==> src/rtl/video_timing_pkg.sv <==
// Default raster timing constants and helpers shared by the timing generator.
// Latency: n/a (package only).
// Backpressure: n/a.
package video_timing_pkg;

  // One axis of a raster: visible span, then front porch, sync, back porch.
  typedef struct packed {
    int active;
    int fp;
    int sync;
    int bp;
  } timing_t;

  // 1600x900 reduced-blanking set.
  localparam timing_t H_DEFAULT = '{active: 1600, fp: 24, sync: 80, bp: 96};
  localparam timing_t V_DEFAULT = '{active: 900,  fp: 1,  sync: 3,  bp: 96};

  // Full axis length, blanking included.
  function automatic int total(input timing_t t);
    return t.active + t.fp + t.sync + t.bp;
  endfunction

  // Every region must be at least one unit wide.
  function automatic bit legal(input timing_t t);
    return (t.active >= 1) && (t.fp >= 1) && (t.sync >= 1) && (t.bp >= 1);
  endfunction

endpackage

==> src/rtl/timing_axis_counter.sv <==
// One raster axis counter (0..total-1) with region flags decoded from the count.
// Latency: flags are combinational from the count; count advances one per step.
// Backpressure: none; the counter holds whenever step is low.
// Ports: clk, rst (sync, active-high), step (advance enable),
//        cnt (position), last (cnt==total-1), active (visible span), sync (sync window).
module timing_axis_counter
  import video_timing_pkg::*;
#(
  parameter timing_t T     = H_DEFAULT,
  localparam int     TOTAL = total(T),
  localparam int     W     = $clog2(TOTAL)
) (
  input  logic         clk,
  input  logic         rst,
  input  logic         step,
  output logic [W-1:0] cnt,
  output logic         last,
  output logic         active,
  output logic         sync
);

  localparam logic [W-1:0] LAST_C    = W'(TOTAL - 1);
  localparam logic [W-1:0] ACTIVE_C  = W'(T.active);
  localparam logic [W-1:0] SYNC_LO_C = W'(T.active + T.fp);
  localparam logic [W-1:0] SYNC_HI_C = W'(T.active + T.fp + T.sync);

  always_ff @(posedge clk) begin
    if (rst) begin
      cnt <= '0;
    end else if (step) begin
      cnt <= last ? '0 : cnt + 1'b1;
    end
  end

  assign last   = (cnt == LAST_C);
  assign active = (cnt < ACTIVE_C);
  // Sync window ends before the back porch, so SYNC_HI_C always fits in W bits.
  assign sync   = (cnt >= SYNC_LO_C) && (cnt < SYNC_HI_C);

endmodule

==> src/rtl/video_timing_gen.sv <==
// Raster timing source: walks H/V counters over the full frame and emits registered
// dv/line_end/frame_start/sync/coordinate signals. Latency: outputs show the position of
// the previous enabled cycle. Backpressure: ce=0 holds position and blanks the pulses.
// Ports: clk, rst (sync, active-high), ce (pixel enable); dv_o, line_end_o, frame_start_o,
//        hs_o, vs_o, x_o, y_o.
module video_timing_gen
  import video_timing_pkg::*;
#(
  parameter int  H_ACTIVE = H_DEFAULT.active,
  parameter int  H_FP     = H_DEFAULT.fp,
  parameter int  H_SYNC   = H_DEFAULT.sync,
  parameter int  H_BP     = H_DEFAULT.bp,
  parameter int  V_ACTIVE = V_DEFAULT.active,
  parameter int  V_FP     = V_DEFAULT.fp,
  parameter int  V_SYNC   = V_DEFAULT.sync,
  parameter int  V_BP     = V_DEFAULT.bp,
  parameter bit  HS_POL   = 1'b1,
  parameter bit  VS_POL   = 1'b1,
  localparam timing_t H_T = '{active: H_ACTIVE, fp: H_FP, sync: H_SYNC, bp: H_BP},
  localparam timing_t V_T = '{active: V_ACTIVE, fp: V_FP, sync: V_SYNC, bp: V_BP},
  localparam int  H_TOTAL = total(H_T),
  localparam int  V_TOTAL = total(V_T),
  localparam int  XW      = $clog2(H_TOTAL),
  localparam int  YW      = $clog2(V_TOTAL)
) (
  input  logic          clk,
  input  logic          rst,
  input  logic          ce,
  output logic          dv_o,
  output logic          line_end_o,
  output logic          frame_start_o,
  output logic          hs_o,
  output logic          vs_o,
  output logic [XW-1:0] x_o,
  output logic [YW-1:0] y_o
);

  if (!legal(H_T) || !legal(V_T)) begin : g_bad_timing
    $error("video_timing_gen: every active, porch and sync width must be >= 1");
  end

  logic [XW-1:0] h_cnt;
  logic [YW-1:0] v_cnt;
  logic          h_last;
  logic          h_active;
  logic          h_sync;
  logic          v_last;
  logic          v_active;
  logic          v_sync;

  timing_axis_counter #(.T(H_T)) u_h_axis (
    .clk    (clk),
    .rst    (rst),
    .step   (ce),
    .cnt    (h_cnt),
    .last   (h_last),
    .active (h_active),
    .sync   (h_sync)
  );

  // V advances on the enabled cycle that closes a line, so vs only moves at h_cnt=0.
  timing_axis_counter #(.T(V_T)) u_v_axis (
    .clk    (clk),
    .rst    (rst),
    .step   (h_last & ce),
    .cnt    (v_cnt),
    .last   (v_last),
    .active (v_active),
    .sync   (v_sync)
  );

  // v_last is not needed here: the H counter wrap plus V counter wrap close the frame.
  logic unused_v_last;
  assign unused_v_last = v_last;

  always_ff @(posedge clk) begin
    if (rst) begin
      dv_o          <= 1'b0;
      line_end_o    <= 1'b0;
      frame_start_o <= 1'b0;
      hs_o          <= ~HS_POL;
      vs_o          <= ~VS_POL;
      x_o           <= '0;
      y_o           <= '0;
    end else if (ce) begin
      dv_o          <= h_active & v_active;
      line_end_o    <= h_last;
      frame_start_o <= (h_cnt == '0) && (v_cnt == '0);
      hs_o          <= h_sync ? HS_POL : ~HS_POL;
      vs_o          <= v_sync ? VS_POL : ~VS_POL;
      x_o           <= h_cnt;
      y_o           <= v_cnt;
    end else begin
      // Pulses are qualified by ce so a stalled position is never reported twice;
      // levels and coordinates keep their last value.
      dv_o          <= 1'b0;
      line_end_o    <= 1'b0;
      frame_start_o <= 1'b0;
    end
  end

endmodule

==> config.mk <==
export PLATFORM = sky130hd
export DESIGN_NAME = video_timing_gen
export DESIGN_NICKNAME = d
export VERILOG_FILES = /design/src/rtl/video_timing_pkg.sv /design/src/rtl/timing_axis_counter.sv /design/src/rtl/video_timing_gen.sv
export SDC_FILE = /design/constraint.sdc
export NUM_CORES = 1
export LEC_CHECK = 0
export BUFFER_PORTS_ARGS = -buffer_cell sky130_fd_sc_hd__buf_2
export CORE_MARGIN = 8
export CORE_UTILIZATION = 45
export DETAILED_ROUTE_END_ITERATION = 7
export GPL_TIMING_DRIVEN = 0
export MAX_ROUTING_LAYER = met4
export PLACE_DENSITY = 0.67
export SLEW_MARGIN = 20
export SYNTH_ARGS = -nofsm -noshare
export SYNTH_HDL_FRONTEND = slang
export SYNTH_HIERARCHICAL = 1
export SYNTH_SLANG_ARGS = --single-unit
==> constraint.sdc <==
create_clock -name clk -period 2.1 [get_ports clk]
set_input_delay 0.63 -clock clk [delete_from_list [all_inputs] [get_ports clk]]
set_output_delay 0.63 -clock clk [all_outputs]
set_load 0.02 [all_outputs]
==> summary.txt, run 1 <==
Min path
  – Worst hold path class: flip-flop to flip-flop

Global routing
  – Pin count of the biggest net entering global routing: 15
  – Vias in the first global route: 1686
  – Antenna violations before repair: 0
  – Gr ovfl total: 0
  – First-pass GRT wire length: 7817 um
  – Total GRT Usage: 0.1352

Yosys
  – Syn nets: 231
  – Syn Area/Cell: 9.656 um2
  – Mapped cell area: 2153 um2
  – Synth warn: 6
  – Cells after Synth: 223

Detailed routing
  – Detailed-route DRC error count: 0
  – Final ANT Viol Nets: 0
  – Average wire per standard cell: 13.77 um
  – Via count: 1720
  – Final WL: 4380 um
  – Initial drt markers: 105
  – Vias per std cell: 5.409
  – Drt first pass iters: 4

Setup path
  – Worst Path Buf+Inv: 1
  – Critical path's slowest cell: dfxtp_4
  – Crit-path max cell delay: 0.37 ns
  – Delay-heaviest family, CP: simple AND/OR/NAND/NOR gates
  – WS Path Type: flip-flop to flip-flop
  – CP required: 2.33 ns
  – Setup crit end kind: flip-flop
  – CP arrival: 2.23 ns
  – Startpoint Class: flip-flop
  – Critical-path cell list: ha_4 > and4bb_2 > nand3_2 > nor3b_2 > and2_4 > nand4_1 > buf_4 > or3_1 > a21oi_1
  – Worst-path maximum fanout: 7

CTS
  – Number of buffers created by CTS: 5
  – Clock sink count: 47
  – TritonCTS clock tree: done
  – CTS Hold Bufs: 0
  – Clk buf depth: 2
  – H-tree levels: 2
  – Clock Latency Late Sink: 0.30 ns
  – Root buffer cell: clkbuf_8
  – Clk slew on worst S/H paths: 0.08 ns

STA
  – Setup violators final: 0
  – Max-slew headroom: 0.6932
  – Final min period: 1.994 ns
  – RSZ-0062 raised after global routing: true
  – Worst-case clock skew: 0.003938 ns
  – Pins Over Slew Limit: 0
  – Fmax: 501.5 MHz
  – Post-route clock period utilization: 0.9495
  – Final hold violations: 0
  – Worst slew pin tran: 0.4602 ns

Power
  – Power Dens Cells: 622.5 nW/um2
  – NetSw: 0.3519 mW
  – Peak supply drop: 0.0003473 V
  – Cell-internal power: 1.245 mW
  – Leakage power: 1.083 nW
  – Switching portion of total power: 0.2204
  – Sequential power share: 0.567
  – Logic pwr share: 0.063
  – Clock group share of total power: 0.370

Run status
  – Outcome: completed

Placement
  – DP Wirelength: 3132 um
  – Routability cong.: 0.8040
  – Number of I/O port buffers: 27
  – Post-placement cell count: 304
  – Post-DP Area: 2366 um2

Job
  – Max-cap viol count: 0

Floorplan
  – # IOs: 29
  – Die Span Y: 85.18 um
  – Die X: 85.18 um
  – Rows: 25
  – Core ar.: 4661 um2
  – Die area: 7255 um2
  – Initial Utilization: 0.4620

Final layout
  – Fin nets: 271
  – Non-filler instance count after layout: 318
  – Synth-to-layout area growth: 19.12%
  – Diodes inserted: 0
  – Share of cells above drive strength 1: 0.2689
  – Final Instance Area: 2565 um2
registers in the layout (all words and copies together), names as in the netlist, 10 cells and up:
name	flops
y_o	10
x_o	11
u_h_axis/cnt	11
u_v_axis/cnt	10
placed cells by master (no fill, tap or decap), types with 2 or more instances in the layout:
master	n
a21oi_1	11
buf_12	3
buf_2	31
buf_4	8
buf_6	3
clkbuf_8	7
dfxtp_1	42
dfxtp_2	3
dfxtp_4	2
ha_1	4
inv_1	6
mux2i_1	25
nand2_1	6
nand3_1	5
nand4_1	8
nand4_2	2
nor2_1	36
nor2b_1	4
nor3_1	2
nor4_1	4
o21ai_0	7
o31ai_1	5
or3_1	5
or4_1	5
xnor2_1	2
xor2_1	6
metrics by stage:
| step | setup WS (ns) | setup TNS (ns) | util | hold WS (ns) | power, mW |
|---|---|---|---|---|---|
| 6_report | 0.1061 | 0 | 0.5503 | 0.4922 | 1.597 |
| 5_1_grt | -0.001249 | -0.001249 | 0.5503 | 0.5327 | 1.663 |
| 4_1_cts | 0.001007 | 0 | 0.5458 | 0.4991 | 1.618 |
| 3_5_place_dp | -0.2459 | -2.089 | 0.5077 | 0.4780 | 1.018 |
| 3_3_place_gp | -0.2369 | -2.037 | 0.5077 | 0.4679 | 1.018 |
| 2_1_floorplan | 0.01147 | 0 | - | 0.4721 | 0.9981 |
power groups by stage:
stage / registers [mW] / clock network (mW) / logic, mW
floorplan: 0.934 / 0 / 0.0644
finish: 0.905 / 0.591 / 0.100
global placement: 0.930 / 0 / 0.0881
CTS: 0.906 / 0.613 / 0.0991
global route: 0.907 / 0.645 / 0.110
detailed placement: 0.930 / 0 / 0.0877
layer usage:
metal,vias to the layer above,part of all wire,track usage
met3,8,0.046,0.03668
met4,0,0.013,0.04854
met1,808,0.46,0.1579
met2,27,0.48,0.2173
met5,-,0,-
li1,877,-,-
worst min-delay path: cells and delay by family, from the launching register on:
kind,cells,cell delay (ns)
simple gates,1,0.07
mux,1,0.06
flops,1,0.33
cell type report:
class,count,area (um2)
clock inverters,1,7.507
multi-input cells,157,1106
repair buffers,34,187.7
flip-flops and latches,47,952.2
clock buffers,7,96.34
plain buffers,12,125.1
fillers,439,2096
well taps,54,67.56
inverters,6,22.52
path summary, 6_finish.rpt:
path,from,to,slack [ns],cells after the start
setup / recovery,u_h_axis/cnt[1]$_SDFFE_PP0P_,u_v_axis/cnt[7]$_SDFFE_PP0P_,0.11,9
setup reg to reg,u_h_axis/cnt[1]$_SDFFE_PP0P_,u_v_axis/cnt[7]$_SDFFE_PP0P_,0.11,9
hold / removal,y_o[6]$_SDFFE_PP0P_,y_o[6]$_SDFFE_PP0P_,0.49,2
hold reg to reg,y_o[6]$_SDFFE_PP0P_,y_o[6]$_SDFFE_PP0P_,0.49,2
timing repair:
item | CTS | global route
pin swaps | 5 | 7
setup buffers | 5 | 2
resized for setup | 12 | 4
setup endpoints to repair | 9 | 9
Note: power is estimated with default switching activity, not from simulation.
==> run 2, diff against run 1 <==
--- a/config.mk
+++ b/config.mk
@@ -5,6 +5,7 @@
 export SDC_FILE = /design/constraint.sdc
 export NUM_CORES = 1
 export LEC_CHECK = 0
+export ABC_AREA = 1
 export BUFFER_PORTS_ARGS = -buffer_cell sky130_fd_sc_hd__buf_2
 export CORE_MARGIN = 8
 export CORE_UTILIZATION = 45
==> summary.txt, run 2 <==
Global routing
  – Pin count of the biggest net entering global routing: 14
  – Vias in the first global route: 1883
  – First-pass GRT wire length: 8769 um
  – Gr ovfl total: 0
  – Antenna violations before repair: 0
  – Total GRT Usage: 0.1516

STA
  – Post-route clock period utilization: 0.9061
  – Max-slew headroom: 0.7949
  – Fmax: 525.5 MHz
  – Final TNS setup: 0 ns
  – Worst slew pin tran: 0.3069 ns
  – Final min period: 1.903 ns
  – Setup violators final: 0
  – Pins Over Slew Limit: 0
  – Final hold violations: 0
  – Worst-case clock skew: 0.005516 ns
  – RSZ-0062 raised after global routing: false

Detailed routing
  – Via count: 1956
  – Average wire per standard cell: 12.88 um
  – Initial drt markers: 132
  – Final ANT Viol Nets: 0
  – Detailed-route DRC error count: 0
  – Drt first pass iters: 4
  – Final WL: 5047 um
  – Vias per std cell: 4.990

Yosys
  – Cells after Synth: 301
  – Synth warn: 6
  – Mapped cell area: 2183 um2
  – Syn nets: 309
  – Syn Area/Cell: 7.254 um2

Floorplan
  – Die X: 85.66 um
  – Die area: 7337 um2
  – Rows: 25
  – Die Span Y: 85.66 um
  – Core ar.: 4692 um2
  – # IOs: 29
  – Initial Utilization: 0.4653

Setup path
  – R2r worst-path depth: 10
  – Startpoint Class: flip-flop
  – CP arrival: 2.14 ns
  – Reg-to-Reg Start: u_h_axis/cnt[0]$_SDFFE_PP0P_
  – Critical path's slowest cell: dfxtp_4
  – CP required: 2.33 ns
  – Crit-path max cell delay: 0.40 ns
  – WS Path Type: flip-flop to flip-flop
  – Critical-path cell list: ha_4 > nand3_1 > nor4_2 > nand2_1 > inv_2 > nand3_2 > nor2_2 > nand2_2 > xor2_1 > nor2_1
  – Worst reg2reg endpoint: u_v_axis/cnt[6]$_SDFFE_PP0P_
  – Setup crit end kind: flip-flop
  – Worst-path maximum fanout: 6
  – R2R Setup Slk: 0.20 ns

Placement
  – DP Wirelength: 3602 um
  – Post-placement cell count: 383
  – Routability cong.: 0.8876
  – Post-DP Area: 2391 um2
  – Number of I/O port buffers: 28

Power
  – Leakage power: 1.176 nW
  – Power Dens Cells: 662.7 nW/um2
  – Peak supply drop: 0.0002758 V

Job
  – Max-cap viol count: 0

Final layout
  – Non-filler instance count after layout: 392
  – Final Instance Area: 2529 um2
  – Most common cell after layout, fill and taps aside: nor2_1
  – Synth-to-layout area growth: 15.82%
  – Most frequent cells in the layout: nor2_1 (86), dfxtp_1 (44), nand2_1 (40), buf_2 (31), inv_1 (30)
  – Multi-input logic area: 1105 um2
  – Fin nets: 345
  – Diodes inserted: 0
  – Filler cell count: 472
  – Share of cells above drive strength 1: 0.2071
  – Largest regs: u_h_axis/cnt: 11 flops, x_o: 11 flops
  – Sequential Area: 949.7 um2

CTS
  – Clk slew on worst S/H paths: 0.08 ns
  – Clock Latency Late Sink: 0.30 ns
  – Number of buffers created by CTS: 5
  – Clk buf depth: 2
  – H-tree levels: 2
  – Root buffer cell: clkbuf_8
  – Clock sink count: 47
  – CTS Hold Bufs: 0
  – TritonCTS clock tree: done

Min path
  – Worst hold path class: flip-flop to flip-flop
  – Hold Path End: x_o[3]$_SDFFE_PP0P_
  – WHS Path Cells: 2
  – Hold path start: x_o[3]$_SDFFE_PP0P_

Run status
  – Outcome: completed
[run 2: what timing repair did]
action	4_1_cts	5_1_grt
endpoints found under the setup margin	5	9
cloned	0	0
gates resized for setup	1	9
setup buffers	0	1
pin swaps	0	3
[run 2: layout make-up]
type,count,area share
buffer,6,0.01534
inverter,32,0.04750
multi-input combinational,216,0.4369
sequential,47,0.3756
timing repair buffer,29,0.05839
tap,54,0.02672
clock buffer,8,0.03958
[run 2: report_power, final]
part           internal (mW)  switching (mW)  total (mW)
sequential             0.917          0.0174       0.935
clock                  0.301           0.293       0.594
combinational         0.0466           0.101       0.148
[run 2: through the flow]
| step | total power [mW] | hold slack [ns] | util | setup slack, ns |
|---|---|---|---|---|
| global placement | 1.100 | 0.4469 | 0.5096 | -0.009765 |
| CTS | 1.699 | 0.4681 | 0.5312 | 0.02111 |
| floorplan | 1.048 | 0.4691 | - | 0.3551 |
| detailed placement | 1.102 | 0.4542 | 0.5096 | -0.005528 |
| finish | 1.676 | 0.4662 | 0.5389 | 0.1972 |
| global route | 1.754 | 0.5247 | 0.5389 | 0.003428 |
[run 2: how the worst max path moves through the flow]
stage	cells after the start	endpoint	slack, ns	start
CTS	10	u_v_axis/cnt[7]$_SDFFE_PP0P_	0.02	u_h_axis/cnt[1]$_SDFFE_PP0P_
finish	10	u_v_axis/cnt[6]$_SDFFE_PP0P_	0.20	u_h_axis/cnt[0]$_SDFFE_PP0P_
global placement	10	u_v_axis/cnt[7]$_SDFFE_PP0P_	-0.01	u_h_axis/cnt[0]$_SDFFE_PP0P_
global route	10	u_v_axis/cnt[6]$_SDFFE_PP0P_	0.003	u_h_axis/cnt[0]$_SDFFE_PP0P_
detailed placement	10	u_v_axis/cnt[7]$_SDFFE_PP0P_	-0.006	u_h_axis/cnt[0]$_SDFFE_PP0P_
floorplan	10	u_v_axis/cnt[7]$_SDFFE_PP0P_	0.36	u_h_axis/cnt[0]$_SDFFE_PP0P_
[run 2: critical path, delay by kind of cell (launching register included)]
| family | cells | cell delay (ns) |
|---|---|---|
| simple gates | 7 | 0.99 |
| flops | 1 | 0.40 |
| fa+ha+maj | 1 | 0.17 |
| xor+xnor | 1 | 0.15 |
| buf+inv | 1 | 0.13 |
[run 2: per-layer routing]
metal / track usage / share of wire / routed length [um] / up-vias
met5: - / 0 / 0 / -
met1: 0.1762 / 0.45 / 2270 / 897
li1: - / - / - / 1022
met3: 0.03629 / 0.045 / 225 / 6
met2: 0.2496 / 0.50 / 2506 / 31
met4: 0.05255 / 0.0087 / 44 / 0
